**config.mk**
```make
export PLATFORM = sky130hd
export DESIGN_NAME = ram_param
export DESIGN_NICKNAME = d
export VERILOG_FILES = /design/src/rtl/ram_param.sv
export SDC_FILE = /design/constraint.sdc
export NUM_CORES = 1
export LEC_CHECK = 0
export CAP_MARGIN = 10
export CORE_AREA = 2 2 102 104
export CTS_BUF_LIST = sky130_fd_sc_hd__clkbuf_4 sky130_fd_sc_hd__clkbuf_8 sky130_fd_sc_hd__clkbuf_16
export CTS_CLUSTER_DIAMETER = 150
export DETAILED_ROUTE_END_ITERATION = 12
export DIE_AREA = 0 0 104 106
export MAX_ROUTING_LAYER = met4
export PLACE_DENSITY_LB_ADDON = 0.2
export SYNTH_ARGS = -nofsm -noshare
export SYNTH_HDL_FRONTEND = slang
export SYNTH_SLANG_ARGS = --single-unit
```
**constraint.sdc**
```tcl
create_clock -name clk -period 7.05 [get_ports clk]
set_clock_uncertainty 0.1 [all_clocks]
set_input_delay 2.115 -clock clk [delete_from_list [all_inputs] [get_ports clk]]
set_output_delay 2.115 -clock clk [all_outputs]
set_load 0.02 [all_outputs]
```
**src/rtl/ram_param.sv**
```systemverilog
// Parametrised single-port register RAM with registered read, selectable
// read-during-write behaviour and a post-reset clear sweep.
module ram_param #(
  parameter int               WIDTH       = 16,
  parameter int               ADDR_W      = 3,
  parameter bit               WRITE_FIRST = 1'b1,
  parameter logic [WIDTH-1:0] CLEAR_VALUE = '0
) (
  input  logic              clk,
  input  logic              reset,
  input  logic [WIDTH-1:0]  in,
  input  logic              load,
  input  logic [ADDR_W-1:0] address,
  output logic [WIDTH-1:0]  out,
  output logic              busy
);

  localparam int DEPTH = 1 << ADDR_W;
  localparam logic [ADDR_W:0] LAST = (ADDR_W + 1)'(DEPTH - 1);

  localparam logic [0:0] CLEAR = 1'b0;
  localparam logic [0:0] RUN   = 1'b1;

  logic [WIDTH-1:0]  mem [DEPTH];
  logic [0:0]        state;
  logic [ADDR_W:0]   clr_ptr;

  logic              we;
  logic [ADDR_W-1:0] wa;
  logic [WIDTH-1:0]  wd;

  assign busy = (state == CLEAR);

  // The sweep and normal writes share one array port; the sweep has priority.
  always_comb begin
    we = 1'b0;
    wa = address;
    wd = in;
    if (!reset) begin
      if (state == CLEAR) begin
        we = 1'b1;
        wa = clr_ptr[ADDR_W-1:0];
        wd = CLEAR_VALUE;
      end else if (load) begin
        we = 1'b1;
      end
    end
  end

  always_ff @(posedge clk) begin
    if (we) mem[wa] <= wd;
  end

  always_ff @(posedge clk) begin
    if (reset) begin
      out     <= '0;
      state   <= CLEAR;
      clr_ptr <= '0;
    end else if (state == CLEAR) begin
      out     <= '0;
      clr_ptr <= clr_ptr + (ADDR_W + 1)'(1);
      if (clr_ptr == LAST) state <= RUN;
    end else begin
      if (load && WRITE_FIRST) out <= in;
      else                     out <= mem[address];
    end
  end

endmodule

```
==> flow_metrics.py <==
metrics = {
    "power_and_ir_drop": {
        "total_power_mw": 1.960,
        "power_density_nw_per_um2": 277.2,
        "ir_worst_vdd_uv": 167.1,
        "leakage_nw": 2.444,
    },
    "worst_setup_path": {
        "crit_fanout": 24,
        "worstSetupPathType": "input pin to flip-flop",
        "start_kind": "input pin",
        "arrival_ns": 4.26,
        "worst_setup_path_end_kind": "flip-flop",
        "required_ns": 7.16,
    },
    "cts": {
        "h-tree-depth": 4,
        "cts_setup_buffers": 0,
        "worstSkewPairLatency_ns": 0.53,
        "clk_path_buf_depth": 2,
        "cts_root_buf": "clkbuf_8",
        "numCtsBuffers": 17,
        "hold_buffers": 0,
        "clock-sinks": 149,
        "clkTransAtPathRegs_ns": 0.06,
        "cts_resized": 0,
        "cts_tree": "yes",
    },
    "grt": {
        "track_usage": 0.2487,
        "grt_max_degree": 45,
        "grt_pass1_vias": 3412,
        "antenna_found_initial": 0,
        "grt-ovfl-total": 0,
        "grt_pass1_wl_um": 19220,
    },
    "routing": {
        "drt-total-wl_um": 12590,
        "first_iter_violations": 225,
        "vias_per_cell": 5.867,
        "drc": 0,
        "num_vias": 3385,
        "wire_per_inst_um": 21.82,
        "ant_nets": 0,
        "first_pass_iters": 5,
    },
    "synthesis": {
        "yosysTopAreaCell": "edfxtp_1",
        "synth_area_um2": 6068,
        "synthCells": 386,
        "yosysUniqueCellTypes": 36,
        "netlist.area_leader.share": 0.6334,
        "ys_seq_area_frac": 0.7027,
        "synth_nets": 409,
        "yosys-top-cells-area": "edfxtp_1 (63%), mux2i_1 (11%), dfxtp_1 (6.9%)",
        "synth_area_per_cell_um2": 15.72,
        "ys_warn_count": 0,
        "ys_ff_latch": 149,
    },
    "die": {
        "initial_core_util": 0.6069,
        "rows": 37,
        "die_area_um2": 11020,
        "dieHeight_um": 106,
        "num_io_pins": 39,
        "coreArea_um2": 10000,
        "die_x_um": 104,
    },
    "timing": {
        "rsz0062_at_grt": "false",
        "setup_tns_ns": 0,
        "period_needed_ns": 4.147,
        "timing.final.crit_share": 0.5882,
        "worstMarginPinSlew_ns": 1.141,
        "holdWs_ns": 0.4118,
        "hold_viol": 0,
        "max-slew-margin-rel": 0.2394,
        "slew_violations": 0,
        "max_freq_mhz": 241.2,
        "finalSetupViolCount": 0,
    },
    "placement": {
        "placed_area_um2": 6515,
        "globalplace.congestion": 0.8129,
        "hpwl_um": 8245,
        "io_buffers": 38,
    },
    "cells_and_area": {
        "areaGrowthSynthToFinish_pct": 16.49,
        "final_common_cell": "edfxtp_1",
        "final_nets": 451,
        "utilization": 0.7070,
        "final_cell_area_um2": 7069,
        "diodes": 0,
        "fillers": 680,
        "drive_above_1_share": 0.1429,
        "layout_common_cells": "edfxtp_1 (128), mux2i_1 (65), clkdlybuf4s50_1 (37)",
    },
    "run_status": {
        "status": "finished clean",
    },
    "flow_run": {
        "max_cap_violations": 0,
    },
    "min_path": {
        "worst_hold_path_type": "flip-flop to flip-flop",
    },
}
==> kinds of logic after synthesis <==
group	after synthesis	share of synthesized area
compound gates	48	0.05876
xor+xnor	3	0.004331
fa+ha+maj	1	0.002062
buf+inv	27	0.02969
flops	149	0.7027
mux	65	0.1072
simple gates	93	0.09526
==> state kept, by name, indices dropped and copies added, names as in the netlist <==
name / count
state: 1
mem: 128
clr_ptr: 4
out: 16
==> power breakdown <==
group | switching, mW | leakage, nW | internal [mW]
Sequential | 0.00866 | 1.35 | 0.983
Combinational | 0.0866 | 0.838 | 0.0512
Clock | 0.333 | 0.254 | 0.496
==> worst max-delay path, stage by stage <==
cell	delay [ns]
clkdlybuf4s50_1	0.56
nor2_2	0.91
a31oi_1	0.23
nor2_1	0.15
buf_4	0.27
==> cell type report <==
cell class	count	area (um^2)	share of cell area
inverters	3	11.26	0.001593
clock buffers	17	414.1	0.05858
flip-flops and latches	149	4264	0.6032
multi-input cells	210	1624	0.2297
clock inverters	15	140.1	0.01982
repair buffers	47	445.4	0.06301
well taps	136	170.2	0.02407
==> Yosys cell counts <==
cell type,count
edfxtp_1,128
mux2i_1,65
nor2b_1,35
dfxtp_1,21
o22ai_1,17
a22oi_1,14
nor2_1,13
nor3_1,13
nor3_2,13
a21oi_2,7
buf_2,7
clkbuf_1,7
buf_4,5
a31oi_1,4
nand2_1,4
nand2b_1,4
inv_1,3
a21o_1,2
a21oi_1,2
buf_12,2
nand3b_1,2
nor3b_1,2
or2_1,2
xor2_1,2
and2_1,1
buf_1,1
buf_6,1
buf_8,1
ha_1,1
nand3_1,1
nor2_2,1
nor2b_2,1
o22ai_2,1
o31ai_4,1
or3_1,1
xnor2_1,1
==> metal layers <==
metal  vias to the layer above  routed length, um  GRT usage
li1                       1550                  -          -
met1                      1667               4921     0.2881
met2                       139               6624     0.4126
met3                        29                680    0.06131
met4                         0                365     0.1178
met5                         -                  0          -
==> metrics by stage <==
stage / cells / worst slack, ns
2_1_floorplan: 386 / 3.061
3_3_place_gp: 545 / 2.513
4_1_cts: 577 / 2.950
5_1_grt: 577 / 2.766
3_5_place_dp: 545 / 2.414
6_report: 577 / 2.903
==> path summary, 6_finish.rpt <==
path	startpoint	to	slack, ns	depth (start not counted)
worst min register to register	clr_ptr[3]$_SDFFE_PP0N_	clr_ptr[3]$_SDFFE_PP0N_	0.41	2
worst max-delay path	reset	mem[2][9]$_DFFE_PP_	2.90	5
worst max register to register	state$_SDFF_PP0_	mem[2][9]$_DFFE_PP_	4.59	4
worst min-delay path	clr_ptr[3]$_SDFFE_PP0N_	clr_ptr[3]$_SDFFE_PP0N_	0.41	2
Power figures use the tool's default switching activity.
